===== src/rtl/instr_fetch_buffer.sv =====
// Fetch stage: issues icache reads at the current PC, advances the PC on every
// accepted word, and queues {pc, instr} pairs for decode. A redirect (flush)
// drops queued words; an outstanding miss is held until the icache answers.
module instr_fetch_buffer #(
    parameter int unsigned DEPTH  = 2,
    parameter int unsigned ADDR_W = 32
) (
    input  logic              CLK,
    input  logic              RST,
    input  logic [ADDR_W-1:0] i_addr,
    output logic              pc_next,
    output logic              imemREN,
    output logic [ADDR_W-1:0] imemaddr,
    input  logic              ihit,
    input  logic [ADDR_W-1:0] imemload,
    input  logic              flush,
    input  logic              dec_ready,
    output logic              instr_valid,
    output logic [ADDR_W-1:0] instr,
    output logic [ADDR_W-1:0] instr_pc,
    output logic [ADDR_W-1:0] npc
);

    localparam int unsigned PTR_W = (DEPTH > 1) ? $clog2(DEPTH) : 1;
    localparam int unsigned CNT_W = $clog2(DEPTH + 1);

    typedef enum logic [0:0] {
        FETCH      = 1'b0,
        FLUSH_WAIT = 1'b1
    } state_t;

    state_t            state;
    state_t            state_nxt;
    logic [ADDR_W-1:0] held_addr;
    logic [ADDR_W-1:0] held_addr_nxt;

    logic [ADDR_W-1:0] mem_pc    [DEPTH];
    logic [ADDR_W-1:0] mem_instr [DEPTH];
    logic [PTR_W-1:0]  rd_ptr;
    logic [PTR_W-1:0]  wr_ptr;
    logic [CNT_W-1:0]  count;

    logic full;
    logic push;
    logic pop;
    logic clear;

    // Low PC bits never reach the icache; fetches are word aligned.
    logic unused_addr_bits;
    assign unused_addr_bits = ^i_addr[1:0];

    assign full        = (count == CNT_W'(DEPTH));
    assign instr_valid = (count != '0);

    // Head of the queue; forced to zero when empty so reset/flush outputs are defined.
    always_comb begin
        instr    = '0;
        instr_pc = '0;
        if (instr_valid) begin
            instr    = mem_instr[rd_ptr];
            instr_pc = mem_pc[rd_ptr];
        end
    end

    assign npc = instr_pc + ADDR_W'(4);

    // Next state, icache request, PC strobe and queue controls.
    always_comb begin
        state_nxt     = state;
        held_addr_nxt = held_addr;
        imemREN       = 1'b0;
        imemaddr      = {i_addr[ADDR_W-1:2], 2'b00};
        pc_next       = 1'b0;
        push          = 1'b0;
        pop           = 1'b0;
        clear         = 1'b0;
        if (!RST) begin
            case (state)
                FETCH: begin
                    imemREN = !full;
                    push    = imemREN && ihit && !flush;
                    pc_next = push;
                    pop     = instr_valid && dec_ready && !flush;
                    if (flush) begin
                        clear = 1'b1;
                        // Icache needs REN/addr stable until it answers a miss.
                        if (imemREN && !ihit) begin
                            held_addr_nxt = imemaddr;
                            state_nxt     = FLUSH_WAIT;
                        end
                    end
                end
                FLUSH_WAIT: begin
                    imemREN  = 1'b1;
                    imemaddr = held_addr;
                    if (ihit) begin
                        state_nxt = FETCH;
                    end
                end
                default: state_nxt = FETCH;
            endcase
        end
    end

    // State, held miss address, pointers and occupancy.
    always_ff @(posedge CLK) begin
        if (RST) begin
            state     <= FETCH;
            held_addr <= '0;
            rd_ptr    <= '0;
            wr_ptr    <= '0;
            count     <= '0;
        end else begin
            state     <= state_nxt;
            held_addr <= held_addr_nxt;
            if (clear) begin
                rd_ptr <= '0;
                wr_ptr <= '0;
                count  <= '0;
            end else begin
                if (push) begin
                    wr_ptr <= wr_ptr + PTR_W'(1);
                end
                if (pop) begin
                    rd_ptr <= rd_ptr + PTR_W'(1);
                end
                if (push && !pop) begin
                    count <= count + CNT_W'(1);
                end else if (pop && !push) begin
                    count <= count - CNT_W'(1);
                end
            end
        end
    end

    // Queue storage; contents are don't-care while the slot is empty.
    always_ff @(posedge CLK) begin
        if (push) begin
            mem_pc[wr_ptr]    <= imemaddr;
            mem_instr[wr_ptr] <= imemload;
        end
    end

endmodule


===== config.mk =====
export PLATFORM = sky130hd
export DESIGN_NAME = instr_fetch_buffer
export DESIGN_NICKNAME = d
export VERILOG_FILES = /design/src/rtl/instr_fetch_buffer.sv
export SDC_FILE = /design/constraint.sdc
export NUM_CORES = 1
export LEC_CHECK = 0
export CORE_MARGIN = 8
export CORE_UTILIZATION = 44
export DETAILED_ROUTE_END_ITERATION = 10
export PLACE_DENSITY_LB_ADDON = 0.3
export SETUP_SLACK_MARGIN = 0.15
export SLEW_MARGIN = 20
export SYNTH_ARGS = -nofsm -noshare
export SYNTH_HDL_FRONTEND = slang
export SYNTH_SLANG_ARGS = --single-unit

===== constraint.sdc =====
create_clock -name CLK -period 3.9 [get_ports CLK]
set_input_delay 0.39 -clock CLK [delete_from_list [all_inputs] [get_ports CLK]]
set_output_delay 0.39 -clock CLK [all_outputs]
set_load 0.03 [all_outputs]

==> metrics <==
leakage power figure=3.45 nW; Util after Layout=61.1%; worst setup margin=between 0.3 and 0.4 ns; Netlist Area Pre-Place=approximately 0.0073 mm²; vias in the first global route=between 5000 and 6000; sequential cell area=between 0.004 and 0.005 mm²; largest net degree at the start of global routing=63; CTS tree=built; Core Area=between 0.015 and 0.02 mm²; Post-Route WL=between 15 and 20 mm; crit end category=primary output; register area share after synthesis=between 60% and 70%; CTS clk-pin slew, worst paths=0.06 ns; Buf/Inv on CP=2; die area=roughly 0.021 mm²; Max Freq=281 MHz; endpoints failing setup=0; Inst Count DP=roughly 970; commonest non-fill, non-tap cell in the layout=clkdlybuf4s50_1; delay-heaviest family, CP=buffers and inverters; # DRC=0; Worst Hold Class=flop to flop; Final #Nets=843; final worst-path cycle share=about nine tenths; mean area per synthesized cell=12.6 µm²; CTS root buffer=clkbuf_16; fillers=approximately 1300; MaxCap Viol Count=0; Detailed Place HPWL=approximately 13 mm; Tmin final=3.55 ns; total track usage=around 17%; global-route wire length before repair=just under 30 mm; critical path fanouts, max=39; unrepaired setup endpoints after global routing=false; placed cell area=0.00938 mm²; Slew headroom=a little under a third; io pins=200; # clock sinks=between 150 and 200; Unique masters post-synth=38; n_diodes=0; Initial Util=between 40% and 50%; fin. max-slew vios=0; WP data required=approximately 3.5 ns; Ys Warns=0; final hold violations=0; P per Cell Area=between 300 and 400 mW/mm²; routed len/inst=approximately 18 µm; Min Hold Slack=approximately 0.46 ns; post-route cell area=around 0.01 mm²; Final Instance Count excl. Fillers=approximately 1000; Cells after Synth=between 500 and 600; GPL Wtd Cong=around 0.85; Skew-Pair Late Insertion Delay=about 0.41 ns; maximum VDD drop=0.280 mV; Final Power=3.95 mW; pre-CTS setup slack=slightly below 0.5 ns; Vias=5095; crit path max-delay cell type=clkdlybuf4s50_1; Die Y=roughly 150 µm; H-tree levels=4; initial DRC count=between 200 and 300; row cnt=47; Worst-Margin Slew=approximately 1.0 ns; crit-path cells=buf_16 > mux2i_1 > nor3_4 > nand4_2 > nor3_2 > xor2_1 > clkdlybuf4s50_1; most frequent cells in the layout=clkdlybuf4s50_1 (164), edfxtp_1 (124), nand2_1 (75); Synth top area share=between 50% and 60%; TritonCTS buffer count=17; cell taking the most area after synthesis=edfxtp_1; status=complete, no violations; DRT Pass-1 Iters=5; clock buffer depth=2; GRT overflow=0; footprint of the multi-input gates=between 0.002 and 0.003 mm²; Post-DRT Antenna Nets=0; Area contributors post-synth=edfxtp_1 (51%), dfxtp_1 (9.8%), mux2i_1 (8.3%), mux2_2 (4.8%), nand2_1 (3.8%); synthesized flop and latch total=160; Arrival @ worst endpoint=about 3.2 ns; critical path launch point type=flop; Port-buffer cells=roughly 190; setup tns final=0 ns; worst setup path class=flop to primary output; fraction of layout cells with a size suffix above 1=between 15 and 20%; initial antenna violation count=0; hold_buf cts=0; Worst path max stage delay=~0.73 ns; Die Span X=between 100 and 150 µm; Syn-to-layout area delta=36.7%; Layout Skew=~0.01 ns; mean number of vias per cell=5.07
[power by group]
group	total, mW	switching, mW	internal, mW
Combinational	0.477	0.279	0.198
Sequential	1.90	0.0164	1.88
Clock	1.58	0.633	0.947
Total	3.95	0.929	3.02
[kinds of logic (layout without fill, tap and decap cells)]
| logic type | count (synthesis) | count (layout) | share of synthesized area [%] |
|---|---|---|---|
| adder cells (fa/ha/maj) | 2 | 2 | 0.341 |
| buffers and inverters | 42 | 239 | 3.67 |
| XOR/XNOR | 32 | 32 | 3.82 |
| other | 1 | 6 | 0.0512 |
| AO/OA/AOI/OAI | 44 | 44 | 3.82 |
| flip-flops | 160 | 160 | 60.6 |
| AND/OR/NAND/NOR | 210 | 210 | 14.6 |
| multiplexers | 92 | 92 | 13.1 |
[Yosys cell counts]
master / n
buf_12: 2
nor2_2: 2
nor2b_1: 1
a21oi_1: 33
nor3_4: 2
nand3b_4: 2
mux2_2: 31
buf_2: 7
nand3b_1: 6
a22oi_1: 1
a211oi_4: 2
xnor2_1: 11
clkbuf_1: 13
nand3_1: 14
nand2_1: 75
buf_6: 3
nor3_2: 6
nor3_1: 8
mux2i_1: 61
clkbuf_8: 1
inv_1: 6
or3_1: 2
ha_1: 2
conb_1: 1
a211oi_2: 3
a211oi_1: 2
edfxtp_1: 124
o21ai_0: 3
dfxtp_1: 36
nand4_2: 3
nor4_1: 1
nand2b_1: 4
nand4_1: 3
nor4_2: 5
buf_4: 10
nor2_1: 71
xor2_1: 21
nand3_2: 5
[routing by layer]
layer | routed length, µm | global-route usage [%] | vias to the layer above
li1 | - | - | 2450
met1 | 7930 | 21.3 | 2441
met2 | 9070 | 28.5 | 182
met3 | 920 | 4.76 | 22
met4 | 376 | 5.52 | 0
met5 | 0 | 0 | -
[what timing repair did]
item                                    in CTS  in global routing
resized for setup                            4                  5
endpoints found under the setup margin       8                  6
buffers inserted                             0                  0
cloned                                       1                  0
[worst paths after layout]
check | from | endpoint | slack, ns | cells after the start
setup / recovery | flop | npc[15] | 0.35 | 7
hold / removal | held_addr[9] | held_addr[9] | 0.46 | 2
setup reg to reg | count[0] | count[1] | 1.92 | 6
hold reg to reg | held_addr[9] | held_addr[9] | 0.46 | 2
[tightest hold or removal path, stage by stage, from the launching register on]
cell and delay, ns:
dfxtp_1 0.31, nand2_1 0.05, a21oi_1 0.05
[cell type report]
class,count,area share [%]
Sequential cell,160,44.4
Multi-Input combinational cell,386,26.7
Timing Repair Buffer,201,20.2
Clock buffer,26,5.31
Tap cell,220,2.75
Clock inverter,6,0.437
Inverter,6,0.225
[registers in the layout (all words and copies together), names as in the netlist, named ones only]
register	count
count	2
held_addr	30
mem_pc	60
mem_instr	64
state	1
wr_ptr	1
rd_ptr	1
No activity file was read; power rests on OpenSTA's default activity.
